$ cat src/rtl/id_ex_stage.sv
// rtl/id_ex_stage.sv - ID/EX pipeline register with hazard stall, flush and operand forwarding selects.
// Define FORWARDING_EN for EX/MEM and MEM/WB forwarding; otherwise any in-flight producer stalls ID.
module id_ex_stage #(
  parameter int XLEN  = 64,
  parameter int CTRLW = 8
) (
  input  logic             i_clk,
  input  logic             i_reset_n,
  input  logic             i_id_valid,
  input  logic             i_id_use_rs1,
  input  logic             i_id_use_rs2,
  input  logic             i_id_regwrite,
  input  logic             i_id_memread,
  input  logic [4:0]       i_id_rs1,
  input  logic [4:0]       i_id_rs2,
  input  logic [4:0]       i_id_rd,
  input  logic [XLEN-1:0]  i_id_imm,
  input  logic [CTRLW-1:0] i_id_ctrl,
  input  logic [XLEN-1:0]  i_rf_rdata1,
  input  logic [XLEN-1:0]  i_rf_rdata2,
  input  logic [4:0]       i_exmem_rd,
  input  logic             i_exmem_regwrite,
  input  logic [4:0]       i_memwb_rd,
  input  logic             i_memwb_regwrite,
  input  logic             i_flush,
  output logic             o_id_stall,
  output logic             o_ex_valid,
  output logic             o_ex_regwrite,
  output logic             o_ex_memread,
  output logic [4:0]       o_ex_rs1,
  output logic [4:0]       o_ex_rs2,
  output logic [4:0]       o_ex_rd,
  output logic [XLEN-1:0]  o_ex_op1,
  output logic [XLEN-1:0]  o_ex_op2,
  output logic [XLEN-1:0]  o_ex_imm,
  output logic [CTRLW-1:0] o_ex_ctrl,
  output logic [1:0]       o_ex_fwd_a,
  output logic [1:0]       o_ex_fwd_b,
  output logic [31:0]      o_stall_count
);

  logic             r_ex_valid, r_ex_regwrite, r_ex_memread;
  logic [4:0]       r_ex_rs1, r_ex_rs2, r_ex_rd;
  logic [XLEN-1:0]  r_ex_op1, r_ex_op2, r_ex_imm;
  logic [CTRLW-1:0] r_ex_ctrl;
  logic [31:0]      r_stall_count;
  logic             w_hazard, w_id_stall;
  logic [1:0]       w_fwd_a, w_fwd_b;

  // x0 is hardwired, so a zero index never creates a dependency
  function automatic logic f_match(input logic used, input logic [4:0] src,
                                   input logic [4:0] prod_rd, input logic prod_we);
    return used && (src != 5'd0) && (src == prod_rd) && prod_we;
  endfunction

  function automatic logic f_id_hit(input logic [4:0] prod_rd, input logic prod_we);
    return f_match(i_id_use_rs1, i_id_rs1, prod_rd, prod_we) ||
           f_match(i_id_use_rs2, i_id_rs2, prod_rd, prod_we);
  endfunction

  always_comb begin
    w_hazard = f_id_hit(r_ex_rd, r_ex_valid && r_ex_memread);
    w_fwd_a  = 2'b00;
    w_fwd_b  = 2'b00;
`ifdef FORWARDING_EN
    if (r_ex_valid) begin
      if (f_match(1'b1, r_ex_rs1, i_exmem_rd, i_exmem_regwrite))      w_fwd_a = 2'b10;
      else if (f_match(1'b1, r_ex_rs1, i_memwb_rd, i_memwb_regwrite)) w_fwd_a = 2'b01;
      if (f_match(1'b1, r_ex_rs2, i_exmem_rd, i_exmem_regwrite))      w_fwd_b = 2'b10;
      else if (f_match(1'b1, r_ex_rs2, i_memwb_rd, i_memwb_regwrite)) w_fwd_b = 2'b01;
    end
`else
    // WB producers are covered by the negedge register-file write
    w_hazard = w_hazard || f_id_hit(r_ex_rd, r_ex_valid && r_ex_regwrite) ||
               f_id_hit(i_exmem_rd, i_exmem_regwrite);
`endif
    w_id_stall = i_id_valid && w_hazard && !i_flush;
  end

`ifndef FORWARDING_EN
  logic w_unused_memwb;
  assign w_unused_memwb = ^{i_memwb_rd, i_memwb_regwrite};
`endif

  always_ff @(posedge i_clk or negedge i_reset_n) begin
    if (!i_reset_n) begin
      r_ex_valid    <= 1'b0;
      r_ex_regwrite <= 1'b0;
      r_ex_memread  <= 1'b0;
      r_ex_rs1      <= '0;
      r_ex_rs2      <= '0;
      r_ex_rd       <= '0;
      r_ex_op1      <= '0;
      r_ex_op2      <= '0;
      r_ex_imm      <= '0;
      r_ex_ctrl     <= '0;
    end else if (i_flush || w_id_stall) begin
      // kill and bubble both load an all-zero entry
      r_ex_valid    <= 1'b0;
      r_ex_regwrite <= 1'b0;
      r_ex_memread  <= 1'b0;
      r_ex_rs1      <= '0;
      r_ex_rs2      <= '0;
      r_ex_rd       <= '0;
      r_ex_op1      <= '0;
      r_ex_op2      <= '0;
      r_ex_imm      <= '0;
      r_ex_ctrl     <= '0;
    end else begin
      r_ex_valid    <= i_id_valid;
      r_ex_regwrite <= i_id_valid && i_id_regwrite;
      r_ex_memread  <= i_id_valid && i_id_memread;
      r_ex_rs1      <= i_id_rs1;
      r_ex_rs2      <= i_id_rs2;
      r_ex_rd       <= i_id_rd;
      r_ex_op1      <= i_rf_rdata1;
      r_ex_op2      <= i_rf_rdata2;
      r_ex_imm      <= i_id_imm;
      r_ex_ctrl     <= i_id_ctrl;
    end
  end

  always_ff @(posedge i_clk or negedge i_reset_n) begin
    if (!i_reset_n) r_stall_count <= '0;
    else if (w_id_stall && (r_stall_count != 32'hFFFF_FFFF)) r_stall_count <= r_stall_count + 32'd1;
  end

  assign o_id_stall    = w_id_stall;
  assign o_ex_valid    = r_ex_valid;
  assign o_ex_regwrite = r_ex_regwrite;
  assign o_ex_memread  = r_ex_memread;
  assign o_ex_rs1      = r_ex_rs1;
  assign o_ex_rs2      = r_ex_rs2;
  assign o_ex_rd       = r_ex_rd;
  assign o_ex_op1      = r_ex_op1;
  assign o_ex_op2      = r_ex_op2;
  assign o_ex_imm      = r_ex_imm;
  assign o_ex_ctrl     = r_ex_ctrl;
  assign o_ex_fwd_a    = w_fwd_a;
  assign o_ex_fwd_b    = w_fwd_b;
  assign o_stall_count = r_stall_count;

endmodule

$ cat config.mk
export PLATFORM = sky130hd
export DESIGN_NAME = id_ex_stage
export DESIGN_NICKNAME = d
export VERILOG_FILES = /design/src/rtl/id_ex_stage.sv
export SDC_FILE = /design/constraint.sdc
export NUM_CORES = 1
export LEC_CHECK = 0
export BUFFER_PORTS_ARGS = -buffer_cell sky130_fd_sc_hd__buf_2
export CORE_AREA = 5 5 186 188
export DETAILED_ROUTE_END_ITERATION = 8
export DIE_AREA = 0 0 191 193
export PLACE_DENSITY_LB_ADDON = 0.05
export SLEW_MARGIN = 5
export SYNTH_ARGS = -nofsm -noshare
export SYNTH_HDL_FRONTEND = slang
export SYNTH_SLANG_ARGS = --single-unit
export TNS_END_PERCENT = 30
$ cat constraint.sdc
create_clock -name i_clk -period 4.4 [get_ports i_clk]
set_input_delay 0.44 -clock i_clk [delete_from_list [all_inputs] [get_ports i_clk]]
set_output_delay 0.44 -clock i_clk [all_outputs]
set_load 0.01 [all_outputs]
==> Yosys cells after proc, flatten, opt, wreduce, memory -nomap -nowiden <==
Cells that the tools add are included.
{ "word_totals": {"regBits": 250, "latchBits": 0, "ramBits": 0, "mem_bits_ro": 0, "inputBits": 235, "output_inout_bits": 255, "memories": 0} }
{ "op_classes": {"addsub": 1, "n_mul": 0, "div": 0, "magnitude_cmp": 0, "eq_ne": 5, "shifts": 0, "mux": 10, "n_bitwise": 0, "reduce_logical": 28} }
{ "ops": {"columns": ["cell", "n"], "rows": [
  ["64-bit two-way mux", 3],
  ["32-bit by 1-bit adder with 32-bit output, second input constant", 1],
  ["32-bit inequality test, second input constant", 1],
  ["5-bit == test", 4],
  ["1-bit logical AND", 19],
  ["5-bit two-way mux", 3],
  ["5-bit nonzero test", 2],
  ["8-bit two-way mux", 1],
  ["1-bit logical OR", 6],
  ["1-bit two-way mux", 3],
  ["1-bit logical NOT", 1]
]} }

==> Longest topological paths before layout <==
Gate-level depths: netlist of the first run.
{ "depth": {"word_depth": 11, "depth_mapped": 10} }

==> Least setup slack after synthesis of the first run <==
OpenSTA, ideal clock, no wires.
{ "synth_timing": {"path_kind": "reg-to-reg", "startpoint": "reg r_stall_count[0], in the netlist o_stall_count[0]", "endpoint": "reg r_stall_count[11], in the netlist o_stall_count[11]", "t_arrival_ps": 2201, "slack_ps": 2072, "stages_incl_launch_ff": 10, "period_less_slack_ps": 2328, "cell_sequence": "dfrtp_1 > ha_1 > nand3_1 > nor2_1 > nand4_4 > or4_1 > buf_2 > nand4_1 > nor2_1 > xor2_1"} }
{ "synth_via": {"elab_chain_len": 2, "elab_cells_between_ends": 3, "classes_between": "add/sub: 1; eq/ne: 1; reduce/logical: 1"} }
{ "synth_lines": {"columns": ["element", "line_no", "source"], "rows": [
  ["from (decl)", "46", "logic [31:0] r_stall_count;"],
  ["from (signal assigned)", "125", "else if (w_id_stall && (r_stall_count != 32'hFFFF_FFFF)) r_stall_count <= r_stall_count + 32'd1;"],
  ["branches (longest 2 deep; another with 32-bit by 1-bit adder with 32-bit output)", null, null]
]} }
Parallel ways; which one is timed is not known.
A chain may end at the register's enable or synchronous reset.

==> Worst setup path after layout of the first run <==
{ "layout_timing": {"startpoint": "reg r_stall_count[0], in the netlist o_stall_count[0]", "endpoint": "reg r_stall_count[23], in the netlist o_stall_count[23]"} }
Same word-level chain as after synthesis.

==> results.json, run 1 <==
{
  "outcome": "complete, no violations",
  "critPathMaxStageDelay_ns": 0.70,
  "grt_use_total": 0.1538,
  "most-common-layout-cells": "buf_2 (478), dfrtp_1 (250), and2_1 (218)",
  "avgRoutedWirePerCell_um": 18.30,
  "cts.htree.levels": 1,
  "rsz0062_at_grt": "false",
  "powerDensity_nw_per_um2": 419.3,
  "drcViolationCount": 0,
  "nets": 1381,
  "cp.arrival_ns": 3.29,
  "dr.first_iter.drc_count": 177,
  "layout_commonest_cell": "buf_2",
  "synth_ff_type": "dfrtp_1",
  "reg2reg_depth": 8,
  "place.port_buffers": 479,
  "crit_end": "o_stall_count[23]",
  "p_switching_mw": 1.251,
  "use_met2": 0.2705,
  "path_class": "reg2reg",
  "use_met1": 0.1677,
  "final_core_util": 0.3904,
  "pin_count": 490,
  "ant_nets": 0,
  "fin_worst_skew_ns": 0.01610,
  "cts_resized": 0,
  "relSlewSlack": 0.4487,
  "synth_xor_area_frac": 0.04733,
  "fmax_ghz": 0.3495,
  "required_ns": 4.83,
  "cts_root_buffer": "clkbuf_16",
  "coreArea_um2": 32950,
  "r2r_setup_slack_ns": 1.54,
  "p_sw_frac": 0.2320,
  "leakage_nw": 6.996,
  "p_clk_frac": 0.457,
  "yosysTopAreaCellShare": 0.6899,
  "synth_edf_count": 0,
  "first_global_vias": 6877,
  "vias": 6472,
  "ir_worst_vdd_mv": 0.2965,
  "post-dp-hpwl_um": 22230,
  "tightestPinTransition_ns": 0.8270,
  "min_period_ns": 2.862,
  "pwr-share-comb": 0.090,
  "die_x_um": 191,
  "drt_wl_total_um": 29690,
  "setup_viol": 0,
  "die-height_um": 193,
  "clk_latency_ns": 0.55,
  "finalCritPeriodShare": 0.6504,
  "timing.rr.start": "o_stall_count[0]",
  "cts_buffers": 30,
  "ys_types": 35,
  "r2r_end": "o_stall_count[23]",
  "dieArea_um2": 36860,
  "clk_pin_slew_worst_paths_ns": 0.06,
  "grt_pass1_wl_um": 43050,
  "met3_usage": 0.07184,
  "first_pass_iters": 4,
  "gr-total-overflow": 0,
  "start_util": 0.2752,
  "yosys.area_share.adder": 0.001380,
  "drive_gt1_frac": 0.4709,
  "synthTopCellsByArea": "dfrtp_1 (69%), and2_1 (15%), xor2_1 (3.5%), buf_6 (2.4%), xnor2_1 (1.3%)",
  "cts.sinks": 250,
  "syn_avg_cell_area_um2": 13.78,
  "yosys.area_share.simple": 0.2153,
  "synth-compound-area-share": 0.006623,
  "row_count": 67,
  "timing.critical_path.cells": "ha_1 -> nand3_1 -> nor2_1 -> nand4_4 -> nor4_4 -> buf_4 -> nor3_1 -> xor2_1",
  "yosysWarningCount": 0,
  "finalHoldViolCount": 0,
  "area_delta_synth_final_pct": 41.84,
  "cp_slowest_cell": "nor4_4",
  "synthesis.area_um2": 9067,
  "syn-instance-count": 658,
  "cts_buffer_depth": 3,
  "grt_max_degree": 132,
  "internal_power_mw": 4.141,
  "finalSetupTns_ns": 0,
  "synth-seq-area-share": 0.6899,
  "avgViaCountPerCell": 3.990,
  "cts_hold_buffers": 1,
  "crit_path_start_kind": "register",
  "yosys.area.top_type": "dfrtp_1",
  "worstHoldPathCells": 2,
  "grt_busiest_layer": "met2",
  "crit_path_end_kind": "register",
  "hold_slack_ns": 0.09033,
  "cp_max_fo": 13,
  "ys_async_sr_fraction": 1.000,
  "cts_setup_buffers": 0,
  "hold_class": "in2reg",
  "startpoint": "o_stall_count[0]",
  "cap_viol_max_count": 0,
  "antenna_found_initial": 13,
  "cts_tree": "yes",
  "drv_slew": 0,
  "synth_top_family_by_area": "simple AND/OR/NAND/NOR gates",
  "ys_ff_latch": 250,
  "muxShareOfSynthArea": 0.003726,
  "routabilityCongestion": 0.7457,
  "pwr-share-seq": 0.453
}
-- metrics by stage --
stage	cells	worst slack (ns)	area (µm²)	total power, mW
floorplan	661	2.072	9079	2.687
global placement	1560	1.503	11840	2.987
detailed placement	1560	1.490	11840	2.987
CTS	1616	1.493	12850	5.515
global route	1619	1.242	12850	5.649
finish	1622	1.538	12860	5.392
-- cell type report --
class,count,area (µm²)
Inverter,3,11.26
Sequential cell,250,6256
Antenna cell,6,15.01
Multi-Input combinational cell,374,2519
Timing Repair Buffer,486,2500
Tap cell,448,560.5
Clock inverter,5,52.55
Clock buffer,50,947.2
Fill cell,3325,20080
-- cell usage after synthesis, types with 3 or more instances --
library cell and count:
dfrtp_1 250, and3_1 4, and2_1 218, xnor2_1 13, inv_1 3, nor2_1 14
nor4b_2 3, nor3_1 10, xor2_1 36, nand3_1 22, buf_2 4, clkbuf_2 6
buf_6 19, or4_1 4, buf_4 4, nor4_1 5, o21ai_1 3, nand4_1 6
nand2_1 9, nor4_2 8
-- state kept, by name, summed over array words and instances, names as in the netlist --
name / count
o_ex_imm: 64
o_ex_op1: 64
o_ex_op2: 64
o_stall_count: 32
o_ex_ctrl: 8
o_ex_rd: 5
o_ex_rs1: 5
o_ex_rs2: 5
o_ex_memread: 1
o_ex_regwrite: 1
o_ex_valid: 1
-- power groups by stage --
stage | Clock, mW | Sequential [mW] | Combinational [mW]
finish | 2.46 | 2.44 | 0.485
global route | 2.65 | 2.45 | 0.542
CTS | 2.57 | 2.45 | 0.504
detailed placement | 0 | 2.48 | 0.503
global placement | 0 | 2.48 | 0.504
floorplan | 0 | 2.55 | 0.135
-- how the worst min path moves through the flow --
stage | start | endpoint | slack [ns]
after floorplan | i_reset_n | o_ex_ctrl[0] | 0.14
after global placement | o_stall_count[9] | o_stall_count[9] | 0.48
after detailed placement | o_stall_count[9] | o_stall_count[9] | 0.48
after CTS | i_id_imm[4] | o_ex_imm[4] | 0.05
after global routing | i_id_imm[34] | o_ex_imm[34] | 0.07
final | i_id_imm[1] | o_ex_imm[1] | 0.09
-- critical path: cells and delay by family, from the launching register on --
kind	cells	cell delay, ns
adder cells (fa/ha/maj)	1	0.19
flip-flops	1	0.41
buffers and inverters	1	0.35
XOR/XNOR	1	0.15
AND/OR/NAND/NOR	5	1.63
-- cells by family (layout without fill, tap and decap cells) --
group / count (synthesis) / count (layout)
AND/OR/NAND/NOR: 310 / 310
flip-flops: 250 / 250
XOR/XNOR: 49 / 49
buffers and inverters: 37 / 544
AO/OA/AOI/OAI: 7 / 7
multiplexers: 3 / 3
adder cells (fa/ha/maj): 1 / 1
other: 1 / 10
-- routing by layer --
metal	vias up	wire [µm]
li1	3063	-
met5	-	92
met1	3055	10650
met3	51	3430
met4	14	638
met2	289	14880
(Power assumes the default switching activity.)
==> run 2, diff against run 1 <==
==> constraint.sdc (replaced) <==
create_clock -name i_clk -period 2.73 [get_ports i_clk]
set_input_delay 0.273 -clock i_clk [delete_from_list [all_inputs] [get_ports i_clk]]
set_output_delay 0.273 -clock i_clk [all_outputs]
set_load 0.01 [all_outputs]
==> results.json, run 2 (synthesized netlist as in run 1, its figures left out) <==
{
  "outcome": "complete, no violations",
  "final_cell_area_um2": 15140,
  "drt_wl_total_um": 31020,
  "grt_use_total": 0.1626,
  "dieArea_um2": 36860,
  "die-height_um": 193,
  "place.port_buffers": 479,
  "pwr-share-comb": 0.119,
  "crit_buf_inv": 2,
  "dr.first_iter.drc_count": 246,
  "rsz0062_at_grt": "false",
  "start_util": 0.2752,
  "post-dp-hpwl_um": 22730,
  "p_switching_mw": 2.049,
  "dp_cells": 1571,
  "cts.htree.levels": 1,
  "grt_max_degree": 99,
  "crit_path_end_kind": "output port",
  "pwr-share-seq": 0.444,
  "timing.critical_path.cells": "xor2_1 -> or4_1 -> a21oi_4 -> o21ai_4 -> inv_1 -> buf_2",
  "startpoint": "o_ex_rd[2]",
  "cp_max_fo": 6,
  "setup_viol": 0,
  "drcViolationCount": 0,
  "cts_root_buffer": "clkbuf_16",
  "crit_path_start_kind": "register",
  "grt_pass1_wl_um": 46710,
  "dpl_cell_area_um2": 11970,
  "antenna_found_initial": 4,
  "most-common-layout-cells": "buf_2 (478), dfrtp_1 (250), and2_1 (218)",
  "avgRoutedWirePerCell_um": 16.80,
  "cts_tree": "yes",
  "clk_latency_ns": 0.54,
  "coreArea_um2": 32950,
  "p_clk_frac": 0.437,
  "clk_pin_slew_worst_paths_ns": 0.06,
  "gr-total-overflow": 0,
  "internal_power_mw": 6.831,
  "fmax_ghz": 0.3949,
  "finalHoldViolCount": 0,
  "first_global_vias": 7920,
  "nets": 1609,
  "row_count": 67,
  "cts_buffer_depth": 3,
  "avgViaCountPerCell": 3.967,
  "required_ns": 2.46,
  "cp.arrival_ns": 2.26,
  "first_pass_iters": 4,
  "reg2reg_depth": 7,
  "r2r_end": "o_stall_count[30]",
  "ir_worst_vdd_mv": 0.4760,
  "num-fill-cells": 3116,
  "die_x_um": 191,
  "layout_commonest_cell": "buf_2",
  "crit_cells": 6,
  "fin_worst_skew_ns": 0.01664,
  "drive_gt1_frac": 0.4043,
  "cap_viol_max_count": 0,
  "r2r_setup_slack_ns": 0.23,
  "routabilityCongestion": 0.7497,
  "cp_slowest_cell": "or4_1",
  "crit_end": "o_id_stall",
  "fin_cells": 1846,
  "min_period_ns": 2.533,
  "finalSetupTns_ns": 0,
  "cts.sinks": 250,
  "p_sw_frac": 0.2307,
  "cp_top_family": "simple AND/OR/NAND/NOR gates",
  "area_delta_synth_final_pct": 66.92,
  "vias": 7323,
  "finalCritPeriodShare": 0.9277,
  "leakage_nw": 7.977,
  "hold_slack_ns": 0.03137,
  "pin_count": 490,
  "powerDensity_nw_per_um2": 586.6,
  "cts_buffers": 29,
  "hold_class": "in2reg",
  "drv_slew": 0,
  "critPathMaxStageDelay_ns": 0.56,
  "ant_nets": 0,
  "timing.rr.start": "o_ex_rd[2]",
  "path_class": "reg2out"
}
[run 2: cell count changes in the layout (fill, tap and decap cells not counted)]
cell	before	now
buf_12	3	8
buf_4	3	13
bufinv_16	1	2
clkbuf_1	9	8
clkbuf_16	31	29
clkbuf_8	10	9
clkinv_2	3	5
clkinvlp_4	1	0
diode_2	6	3
dlygate4sd3_1	1	215
[run 2: how the worst min path moves through the flow]
stage / from / to / slack, ns / cells after the start
floorplan: i_reset_n / o_ex_ctrl[0] / -0.02 / 0
global placement: i_reset_n / o_ex_op1[10] / 0.21 / 1
detailed placement: i_reset_n / o_ex_op1[10] / 0.20 / 1
CTS: i_id_rs2[2] / o_ex_rs2[2] / 0.0008 / 2
global route: i_id_rs2[2] / o_ex_rs2[2] / 0.03 / 2
finish: i_id_rs2[2] / o_ex_rs2[2] / 0.03 / 2
[run 2: final cells by class]
class / instances / area [µm²] / area share
sequential: 250 / 6256 / 0.4133
clock inverter: 7 / 85.08 / 0.005621
timing repair buffer: 715 / 4817 / 0.3183
multi-input combinational: 374 / 2519 / 0.1664
antenna: 3 / 7.507 / 0.0004960
clock buffer: 46 / 879.6 / 0.05811
inverter: 3 / 11.26 / 0.0007440
tap: 448 / 560.5 / 0.03703
[run 2: routing by layer]
metal  routed length [µm]  track usage  vias to the layer above
met3                 3016      0.06068                       59
met5                   14            0                        -
li1                     -            -                     3522
met2                15500       0.2846                      297
met4                 1091      0.05304                        2
met1                11400       0.1850                     3443
[run 2: power by group through the flow]
stage,logic [mW],clock network (mW),registers (mW)
floorplan,0.218,0,4.11
global placement,0.828,0,4.01
detailed placement,0.824,0,4.01
CTS,1.08,4.03,3.94
global route,1.16,4.19,3.96
finish,1.05,3.88,3.94
[run 2: stage by stage]
stage | power (mW) | util | setup WS [ns]
after floorplan | 4.331 | - | 0.4023
after global placement | 4.833 | 0.3633 | 0.2481
after detailed placement | 4.831 | 0.3633 | 0.2569
after CTS | 9.052 | 0.4579 | 0.1066
after global routing | 9.309 | 0.4593 | 0.01401
final | 8.879 | 0.4594 | 0.1974
[run 2: repair_timing]
| action | 4_1_cts | 5_1_grt |
|---|---|---|
| resized for setup | 0 | 0 |
| setup buffers | 0 | 4 |
| endpoints found under the setup margin | 0 | 1 |
| hold buffers | 215 | 0 |
| endpoints found under the hold margin | 255 | 0 |
==> run 3, diff against run 2 <==
--- a/config.mk
+++ b/config.mk
@@ -6,7 +6,7 @@
 export NUM_CORES = 1
 export LEC_CHECK = 0
 export BUFFER_PORTS_ARGS = -buffer_cell sky130_fd_sc_hd__buf_2
-export CORE_AREA = 5 5 186 188
+export CORE_AREA = 2 2 189 191
 export DETAILED_ROUTE_END_ITERATION = 8
 export DIE_AREA = 0 0 191 193
 export PLACE_DENSITY_LB_ADDON = 0.05
==> results.json, run 3 (synthesized netlist as in run 1, its figures left out) <==
{
  "dr.first_iter.drc_count": 248,
  "p_sw_frac": 0.2292,
  "crit_path_start_kind": "register",
  "nets": 1605,
  "internal_power_mw": 7.095,
  "timing.rr.start": "o_stall_count[6]",
  "crit_path_end_kind": "output port",
  "grt_max_degree": 85,
  "finalCritPeriodShare": 0.9434,
  "clk_pin_slew_worst_paths_ns": 0.06,
  "grt_use_total": 0.1588,
  "drcViolationCount": 0,
  "fin_ws_ns": 0.1545,
  "dieArea_um2": 36860,
  "die-height_um": 193,
  "row_count": 69,
  "rsz0062_at_grt": "false",
  "reg2reg_depth": 8,
  "leakage_nw": 7.997,
  "cts_tree": "yes",
  "final_core_util": 0.4351,
  "vias": 7374,
  "gr-total-overflow": 0,
  "pwr-share-comb": 0.114,
  "setup_viol": 0,
  "avgViaCountPerCell": 3.971,
  "pwr-share-seq": 0.428,
  "place.port_buffers": 479,
  "p_clk_frac": 0.457,
  "antenna_found_initial": 7,
  "finalHoldViolCount": 0,
  "cts.htree.levels": 1,
  "p_switching_mw": 2.110,
  "clk_latency_ns": 0.55,
  "most-common-layout-cells": "buf_2 (478), dfrtp_1 (250), and2_1 (218)",
  "num-fill-cells": 3393,
  "ir_worst_vdd_mv": 0.5151,
  "hold_end": "o_ex_rs2[1]",
  "post-dp-hpwl_um": 21850,
  "finalSetupTns_ns": 0,
  "layout_commonest_cell": "buf_2",
  "worstHoldPathCells": 2,
  "cts_root_buffer": "clkbuf_16",
  "first_global_vias": 7780,
  "area_delta_synth_final_pct": 67.77,
  "cts_resized": 0,
  "first_pass_iters": 4,
  "start_util": 0.2593,
  "fin_worst_skew_ns": 0.006105,
  "min_period_ns": 2.575,
  "cts_buffer_depth": 3,
  "drt_wl_total_um": 30250,
  "cts_setup_buffers": 0,
  "coreArea_um2": 34960,
  "cp_max_fo": 9,
  "cts.sinks": 250,
  "drv_slew": 0,
  "routabilityCongestion": 0.7437,
  "hold_class": "in2reg",
  "avgRoutedWirePerCell_um": 16.29,
  "pin_count": 490,
  "r2r_end": "o_stall_count[14]",
  "fmax_ghz": 0.3883,
  "path_class": "reg2out",
  "cp.arrival_ns": 2.30,
  "place_ws_ns": 0.1576,
  "drive_gt1_frac": 0.4080,
  "powerDensity_nw_per_um2": 605.1,
  "grt_pass1_wl_um": 45080,
  "r2r_setup_slack_ns": 0.30,
  "required_ns": 2.46,
  "min-delay-start": "i_id_rs2[1]",
  "cap_viol_max_count": 0,
  "outcome": "complete, no violations",
  "die_x_um": 191,
  "ant_nets": 0,
  "cts_buffers": 30
}
## run 3: changes by cell type in the layout (fill, tap and decap cells not counted), sizes merged
cell / before / now
buf: 500 / 498
clkinvlp: 0 / 2
dlygate4sd3: 215 / 212
bufinv: 2 / 3
clkinv: 5 / 4
diode: 3 / 4
## run 3: how the worst max path moves through the flow
stage / startpoint / to / slack [ns]
floorplan: o_stall_count[0] / o_stall_count[11] / 0.40
global placement: i_id_rs1[1] / o_stall_count[27] / 0.21
detailed placement: i_id_rs1[1] / o_stall_count[17] / 0.16
CTS: o_ex_rd[4] / o_id_stall / 0.09
global route: o_ex_rd[4] / o_id_stall / 0.0009
finish: o_ex_rd[4] / o_id_stall / 0.15
## run 3: metrics by stage
stage	instance area (µm²)	hold WS [ns]	total power, mW	std cells
finish	15210	0.03412	9.205	1857
global route	15210	0.02739	9.632	1857
CTS	15200	0.0008805	9.385	1853
detailed placement	12010	0.2360	4.839	1586
global placement	12010	0.2391	4.836	1586
floorplan	9079	-0.02259	4.331	661
## run 3: power by group through the flow
stage | Clock, mW | Sequential [mW] | Combinational [mW]
after detailed placement | 0 | 4.01 | 0.830
after global routing | 4.51 | 3.96 | 1.16
final | 4.21 | 3.94 | 1.05
after floorplan | 0 | 4.11 | 0.218
after CTS | 4.36 | 3.94 | 1.08
after global placement | 0 | 4.01 | 0.829
## run 3: layer usage
metal,GRT usage,wire length [µm],up-vias,part of all wire
li1,-,-,3509,-
met1,0.1797,11300,3527,0.37
met2,0.2793,15340,282,0.51
met3,0.05973,2835,50,0.094
met4,0.04621,732,6,0.024
met5,0,44,-,0.0015
## run 3: area by class of cell
cell class | instances | area [µm²] | share of cell area
Clock buffer | 46 | 942.2 | 0.06193
Antenna cell | 4 | 10.01 | 0.0006580
Tap cell | 461 | 576.8 | 0.03792
Sequential cell | 250 | 6256 | 0.4113
Clock inverter | 9 | 125.1 | 0.008225
Timing Repair Buffer | 710 | 4772 | 0.3137
Inverter | 3 | 11.26 | 0.0007403
Multi-Input combinational cell | 374 | 2519 | 0.1656
## run 3: repair_timing
item,4_1_cts,5_1_grt
hold buffers,212,0
endpoints found under the setup margin,0,0
hold endpoints to repair,262,0
## run 3: critical path, stage by stage, from the launching register on
cell,delay (ns)
dfrtp_1,0.44
xnor2_1,0.18
nand3_1,0.09
or4_1,0.48
a21oi_4,0.21
o21ai_4,0.14
inv_1,0.09
buf_2,0.12
